==> src/rtl/transform_sequencer.sv <==
// Walks one transform-table line per request: descriptor lookup, then one
// character-memory fetch per word, emitted as lhs/rhs pairs. Optional macro: SEQ_SKIP_BLANK_EN.
module transform_sequencer #(
    parameter int LOOKUP_LAT = 1,
    parameter int MEM_LAT    = 1,
    parameter int MAX_LEN    = 255
) (
    input  logic        clk,
    input  logic        rst,
    input  logic        req_valid,
    output logic        req_ready,
    input  logic [7:0]  req_line,
    output logic [7:0]  map_line,
    input  logic [15:0] map_addr,
    output logic [7:0]  mem_addr,
    input  logic [15:0] mem_dout,
    output logic        out_valid,
    input  logic        out_ready,
    output logic [7:0]  out_lhs,
    output logic [7:0]  out_rhs,
    output logic [7:0]  out_index,
    output logic        out_last,
    output logic        busy,
    output logic        done
);

    typedef enum logic [2:0] {
        S_IDLE,
        S_LOOKUP,
        S_FETCH,
        S_EMIT,
        S_DONE
    } state_t;

    localparam logic [7:0] LP_MAX_LEN    = 8'(MAX_LEN);
    localparam logic [1:0] LP_LOOKUP_END = 2'(LOOKUP_LAT);
    localparam logic [1:0] LP_FETCH_END  = 2'(MEM_LAT);
    localparam logic [7:0] LP_PARK       = 8'hFF;

    state_t     r_state;
    logic [1:0] r_cnt;
    logic [7:0] r_len;
    logic [7:0] r_start;
    logic [7:0] r_index;
    logic [7:0] r_map_line;
    logic [7:0] r_mem_addr;
    logic [7:0] r_lhs;
    logic [7:0] r_rhs;
    logic [7:0] r_out_index;
    logic       r_last;
    logic       r_done;

    logic [7:0] w_len;
    logic [7:0] w_next_index;
    logic [7:0] w_next_addr;
    logic       w_last_word;
    logic       w_skip;

    assign w_len        = (map_addr[15:8] > LP_MAX_LEN) ? LP_MAX_LEN : map_addr[15:8];
    assign w_next_index = r_index + 8'd1;
    // 8-bit add: the walk wraps from 0xFF back to 0x00 by design.
    assign w_next_addr  = r_start + w_next_index;
    assign w_last_word  = (w_next_index == r_len);

`ifdef SEQ_SKIP_BLANK_EN
    assign w_skip = (mem_dout == 16'h2020);
`else
    assign w_skip = 1'b0;
`endif

    always_ff @(posedge clk) begin
        if (rst) begin
            r_state     <= S_IDLE;
            r_cnt       <= 2'd0;
            r_len       <= 8'd0;
            r_start     <= 8'd0;
            r_index     <= 8'd0;
            r_map_line  <= 8'd0;
            r_mem_addr  <= LP_PARK;
            r_lhs       <= 8'd0;
            r_rhs       <= 8'd0;
            r_out_index <= 8'd0;
            r_last      <= 1'b0;
            r_done      <= 1'b0;
        end else begin
            r_done <= 1'b0;
            case (r_state)
                S_IDLE: begin
                    if (req_valid) begin
                        r_map_line <= req_line;
                        r_cnt      <= 2'd0;
                        r_state    <= S_LOOKUP;
                    end
                end
                S_LOOKUP: begin
                    if (r_cnt == LP_LOOKUP_END) begin
                        r_len   <= w_len;
                        r_start <= map_addr[7:0];
                        r_index <= 8'd0;
                        if (w_len == 8'd0) begin
                            r_done     <= 1'b1;
                            r_mem_addr <= LP_PARK;
                            r_state    <= S_DONE;
                        end else begin
                            r_mem_addr <= map_addr[7:0];
                            r_cnt      <= 2'd0;
                            r_state    <= S_FETCH;
                        end
                    end else begin
                        r_cnt <= r_cnt + 2'd1;
                    end
                end
                S_FETCH: begin
                    if (r_cnt == LP_FETCH_END) begin
                        if (w_skip) begin
                            // Blank word: advance without an EMIT cycle.
                            r_index <= w_next_index;
                            r_cnt   <= 2'd0;
                            if (w_last_word) begin
                                r_done     <= 1'b1;
                                r_mem_addr <= LP_PARK;
                                r_state    <= S_DONE;
                            end else begin
                                r_mem_addr <= w_next_addr;
                                r_state    <= S_FETCH;
                            end
                        end else begin
                            r_lhs       <= mem_dout[15:8];
                            r_rhs       <= mem_dout[7:0];
                            r_out_index <= r_index;
                            r_last      <= (r_index == (r_len - 8'd1));
                            r_state     <= S_EMIT;
                        end
                    end else begin
                        r_cnt <= r_cnt + 2'd1;
                    end
                end
                S_EMIT: begin
                    if (out_ready) begin
                        r_index <= w_next_index;
                        r_cnt   <= 2'd0;
                        if (w_last_word) begin
                            r_done     <= 1'b1;
                            r_mem_addr <= LP_PARK;
                            r_state    <= S_DONE;
                        end else begin
                            r_mem_addr <= w_next_addr;
                            r_state    <= S_FETCH;
                        end
                    end
                end
                S_DONE: begin
                    r_state <= S_IDLE;
                end
                default: begin
                    r_state <= S_IDLE;
                end
            endcase
        end
    end

    assign req_ready = (r_state == S_IDLE);
    assign busy      = (r_state != S_IDLE);
    assign out_valid = (r_state == S_EMIT);
    assign map_line  = r_map_line;
    assign mem_addr  = r_mem_addr;
    assign out_lhs   = r_lhs;
    assign out_rhs   = r_rhs;
    assign out_index = r_out_index;
    assign out_last  = r_last;
    assign done      = r_done;

endmodule

==> config.mk <==
export PLATFORM = sky130hd
export DESIGN_NAME = transform_sequencer
export DESIGN_NICKNAME = d
export VERILOG_FILES = /design/src/rtl/transform_sequencer.sv
export SDC_FILE = /design/constraint.sdc
export NUM_CORES = 1
export LEC_CHECK = 0
export ABC_AREA = 1
export CAP_MARGIN = 20
export CORE_MARGIN = 2
export CORE_UTILIZATION = 53
export CTS_CLUSTER_SIZE = 14
export DETAILED_ROUTE_END_ITERATION = 8
export GPL_TIMING_DRIVEN = 0
export PLACE_DENSITY = 0.84
export SYNTH_ARGS = -nofsm -noshare
export SYNTH_HDL_FRONTEND = slang
export SYNTH_SLANG_ARGS = --single-unit
==> constraint.sdc <==
create_clock -name clk -period 4.5 [get_ports clk]
set_input_delay 0.45 -clock clk [delete_from_list [all_inputs] [get_ports clk]]
set_output_delay 0.45 -clock clk [all_outputs]
set_load 0.005 [all_outputs]
# ---- Word-level counts from Yosys, hierarchy flattened
# Cells that the tools add are included.
dict set report word_totals {
  ff_bits 71
  latch_bits 0
  ram_bits 0
  mem_bits_ro 0
  in_bits 44
  elab_cells 67
  memories 0
}
dict set report classes {
  addsub 4
  n_mul 0
  n_div 0
  n_lt_le_gt_ge 1
  eq_ne 12
  n_shift 0
  mux 27
  bitwise_logic 0
  reduce_logical 11
}
# cell n
set ops {}
lappend ops {{$mux 8} 7}
lappend ops {{$pmux 8 s2} 2}
lappend ops {{$mux 3} 6}
lappend ops {{$eq 8x8->1} 2}
lappend ops {{$pmux 3 s4} 1}
lappend ops {{$mux 2} 5}
lappend ops {{$add 8x1->8 const B} 1}
lappend ops {{$add 8x8->8} 1}
lappend ops {{$gt 8x8->1 const B} 1}
lappend ops {{$logic_not 8->1} 1}
lappend ops {{$ne 2x2->1 const B} 4}
lappend ops {{$pmux 2 s4} 1}
lappend ops {{$sub 8x1->8 const B} 1}
lappend ops {{$eq 3x2->1 const B} 2}
lappend ops {{$reduce_and 2->1} 3}
lappend ops {{$reduce_and 5->1} 1}
lappend ops {{$mux 1} 4}
lappend ops {{$reduce_and 4->1} 1}
lappend ops {{$reduce_bool 4->1} 1}
lappend ops {{$eq 3x1->1 const B} 1}
lappend ops {{$logic_not 3->1} 1}
lappend ops {{$ne 3x3->1 const B} 1}
lappend ops {{$reduce_and 3->1} 1}
lappend ops {{$reduce_bool 3->1} 1}
lappend ops {{other kinds (5)} 5}

# ---- Longest topological paths before layout
dict set report logic_depth {
  ltp_word 6
  depth_mapped 14
  mapped_depth_nobuf 14
}

# ---- Worst setup path after synthesis
# No wires, ideal clock.
dict set report synth_path {
  kind {reg2reg}
  startpoint {reg r_index[1]}
  endpoint {reg r_mem_addr[7], in the netlist mem_addr[7]}
  setup_time_ns 0.116
  arrival_time_ns 1.935
  required_ns 4.384
  setup_slack_ns 2.448
  path_stages_with_launch 13
  path_buffers 0
  synth_period_minus_slack_ns 2.052
  cell_sequence {dfxtp_1 > ha_1 > nand2_1 > nor2_1 > xnor2_1 > inv_1 > ha_1 > a21oi_1 > o21ai_0 > a21oi_1 > xor2_1 > o21ai_1 > nand2_1}
}
dict set report synth_between {
  elab_chain_cells 5
  word_cells_on_any_way 6
}
# item line_no
set synth_rtl {}
lappend synth_rtl {{from (decl)} 44} ;# logic [7:0] r_index;
lappend synth_rtl {{from (signal assigned)} 117} ;# r_index <= w_next_index;
lappend synth_rtl {{from (signal assigned)} 140} ;# r_index <= w_next_index;
lappend synth_rtl {{$add 8x1->8 (*)} 60} ;# assign w_next_index = r_index + 8'd1;
lappend synth_rtl {{$add 8x8->8 / $eq 8x8->1 (equally long branches)} {62, 63}}
lappend synth_rtl {{$mux 8 (*)} 142} ;# if (w_last_word) begin
lappend synth_rtl {{$mux 8 (*)} 139} ;# if (out_ready) begin
lappend synth_rtl {{$pmux 8 s2 (*)} 87} ;# case (r_state)
lappend synth_rtl {{to (signal assigned)} 105} ;# r_mem_addr <= map_addr[7:0];
lappend synth_rtl {{to (signal assigned)} 124} ;# r_mem_addr <= w_next_addr;
lappend synth_rtl {{to (signal assigned)} 147} ;# r_mem_addr <= w_next_addr;
lappend synth_rtl {{to (decl)} 46} ;# logic [7:0] r_mem_addr;
# Mark *: on every way between the ends. The rest lies on a longest branch, timed or not. The select of a mux whose other input is x is not followed.
# A chain may end at the register's enable or synchronous reset.

# ---- Final worst setup path
dict set report layout_path {
  startpoint {reg r_state[0]}
  endpoint {out out_valid}
}
dict set report layout_between {
  elab_chain_cells 1
}
# item line_no
set layout_rtl {}
lappend layout_rtl {{from (decl)} 40} ;# state_t r_state;
lappend layout_rtl {{from (signal assigned)} 73} ;# r_state <= S_IDLE;
lappend layout_rtl {{from (signal assigned)} 92} ;# r_state <= S_LOOKUP;
lappend layout_rtl {{from (signal assigned)} 103} ;# r_state <= S_DONE;
lappend layout_rtl {{$eq 3x2->1} 164} ;# assign out_valid = (r_state == S_EMIT);
lappend layout_rtl {{to (decl)} 17} ;# output logic out_valid,
# Every way passes these cells.

==> reports/qor.txt <==
Post-synth top flop: dfxtp_1
Seq/Total Area, Yosys: 0.400
Core area: 6420 um2
Compound-gate portion of the synthesized area: 0.151
Synth async-reset ratio: 0
Cell variety after synth: 33
Postcts setup bufs: 0
Min Tclk post-route: 2.60 ns
Layout cells sized above 1: 0.0694
ANT cells: 0
Status: finished clean
Max Buffers Root-to-Sink: 2
Clock latency on the worst-skew pair: 0.35 ns
PortBufs: 86
Overall routed net length: 9890 um
Synth Area in Adders: 0.0478
Simple-Gate Fraction of Synth Area: 0.273
Leakage power: 2.09 nW
Synthesized net count: 560
Final HPWL DP: 7200 um
Fraction of post-synthesis cell area in the top cell type by area: 0.400
Pwr dens: 451 nW/um2
Ports: 89
Final Net Count: 657
Synthesized instance count: 503
Largest family of logic cells by synthesized area: simple AND/OR/NAND/NOR gates
Area grow syn2layout: 32.7%
CTS hold repair buffers: 0
Final Hold Viols: 0
TritonCTS Buffers: 9
Max-cap viol count: 0
Worst EP arrival: 2.15 ns
Final Cycle Share: 0.578
Initial antenna violation count: 0
CP max FO: 10
DR vias: 3733
VDD IR max: 0.231 mV
Power Total: 2.13 mW
Post-route ant nets: 0
Die outline height: 85.9 um
RSZ-0062 raised after global routing: false
Synth area leader: dfxtp_1
Die area: 7380 um2
Kind of critical path: reg -> out
Clk slew on worst S/H paths: 0.08 ns
H-Tree Depth: 3
Setup crit start kind: register
Setup tns final: 0 ns
Yosys warns: 0
Ranking of synthesized cells by area: dfxtp_1 (40%), nand2_1 (9.3%), nor2_1 (9.3%)
Tot GR Track Use: 0.277
Post-Syn Area: 3560 um2
Vias in the first global route: 3545
F_max: 384 MHz
Required time worst endpoint: 4.05 ns
CTS tree: yes
CTS root buffer: clkbuf_8
Xor and xnor fraction of the mapped netlist area: 0.0517
EDFF count, synth: 0
# DRC: 0
Slew Viols, Final: 0
Top cells by count, synth: nand2_1 (88), nor2_1 (88), dfxtp_1 (71)
First-pass GRT wire length: 16400 um
Clock skew: 0.00776 ns
RePlAce Congestion: 0.908
Post-Syn Area per Cell: 7.07 um2
Fillers: 509
Per-cell routed wire length: 14.5 um
Hold crit path type: reg -> reg
Post-cts sizing count: 0
Worst-margin pin slew: 0.776 ns
Row cnt: 29
Initial Util: 0.554
Seq cells post-synth: 71
Proportion of synthesized area in mux cells: 0
Slew HR: 0.480
DIE WIDTH: 85.9 um
First-pass DRT Iterations: 5
Worst setup EP type: primary output
Largest net degree at the start of global routing: 14
Num Clock Sinks: 71
Endpoints failing setup: 0
Overflow after GRT: 0
Vias per inst: 5.47
1st-iter DRT viols: 300
[cell families (layout without fill, tap and decap cells)]
kind of cell               count (synthesis)  after routing
and+or+nand+nor                          229            229
AOI/OAI and AO/OA                        102            102
DFF                                       71             71
buffers and inverters                     67            169
xor gates and xnor gates                  21             21
adders and majority gates                 13             13
[metal layers]
metal / GRT usage / wire length [um]
met1: 0.361 / 4220
met2: 0.448 / 4620
met3: 0.0770 / 828
met4: 0.0837 / 222
met5: 0 / 0
[cells in the final DEF, fill, tap and decap left out, drive strengths merged]
| cell type | n |
|---|---|
| a211oi | 2 |
| a21oi | 40 |
| buf | 10 |
| bufinv | 1 |
| clkbuf | 21 |
| clkdlybuf4s50 | 86 |
| clkinv | 3 |
| clkinvlp | 1 |
| dfxtp | 71 |
| fa | 1 |
| ha | 12 |
| inv | 47 |
| nand2 | 90 |
| nand3 | 33 |
| nand4 | 2 |
| nor2 | 93 |
| nor3 | 11 |
| o211ai | 1 |
| o21a | 1 |
| o21ai | 55 |
| o21bai | 1 |
| o22ai | 1 |
| o31ai | 1 |
| xnor2 | 7 |
| xor2 | 14 |
[sequential cells by signal, summed over array words and instances, names as in the netlist, 2 cells and up]
register	count
map_line	8
r_state	3
r_index	8
r_len	8
out_lhs	8
out_index	8
r_cnt	2
mem_addr	8
out_rhs	8
r_start	8
[final timing paths]
check | start | to | slack, ns | depth (start not counted)
worst min register to register | map_line[7]$_SDFFE_PP0P_ | map_line[7]$_SDFFE_PP0P_ | 0.46 | 2
worst min-delay path | map_line[7]$_SDFFE_PP0P_ | map_line[7]$_SDFFE_PP0P_ | 0.46 | 2
worst max-delay path | r_state[0]$_SDFFE_PP0P_ | out_valid | 1.90 | 6
worst max register to register | r_index[1]$_SDFFE_PP0P_ | mem_addr[7]$_SDFFE_PP1P_ | 2.11 | 12
[worst max-delay path, stage by stage, from the launching register on]
cell and delay [ns]:
dfxtp_1 0.35, inv_1 0.05, nor2_1 0.17, inv_2 0.08, nor2_4 0.12, clkbuf_1 0.43
clkdlybuf4s50_1 0.60
[through the flow]
stage                     cell area (um2)  worst slack [ns]  cells  hold slack [ns]  utilization
final                                4720              1.90    682            0.462        0.735
after global routing                 4720              1.74    682            0.490        0.735
after CTS                            4720              1.90    682            0.464        0.735
after detailed placement             4510              2.13    666            0.453        0.703
after global placement               4510              2.16    666            0.448        0.703
after floorplan                      3560              2.45    503            0.445            -
[layout make-up]
class | count | area, um2 | area share
clock buffers | 10 | 138 | 0.0292
well taps | 77 | 96.3 | 0.0204
plain buffers | 21 | 101 | 0.0215
multi-input cells | 365 | 1860 | 0.394
flip-flops and latches | 71 | 1420 | 0.301
inverters | 46 | 173 | 0.0366
clock inverters | 6 | 68.8 | 0.0146
repair buffers | 86 | 861 | 0.182
[power by group]
part | internal (mW) | switching [mW] | total (mW) | leakage [nW]
clock network | 0.274 | 0.263 | 0.537 | 0.103
registers | 0.732 | 0.0680 | 0.801 | 0.576
logic | 0.354 | 0.438 | 0.792 | 1.41
(Power assumes the default switching activity.)
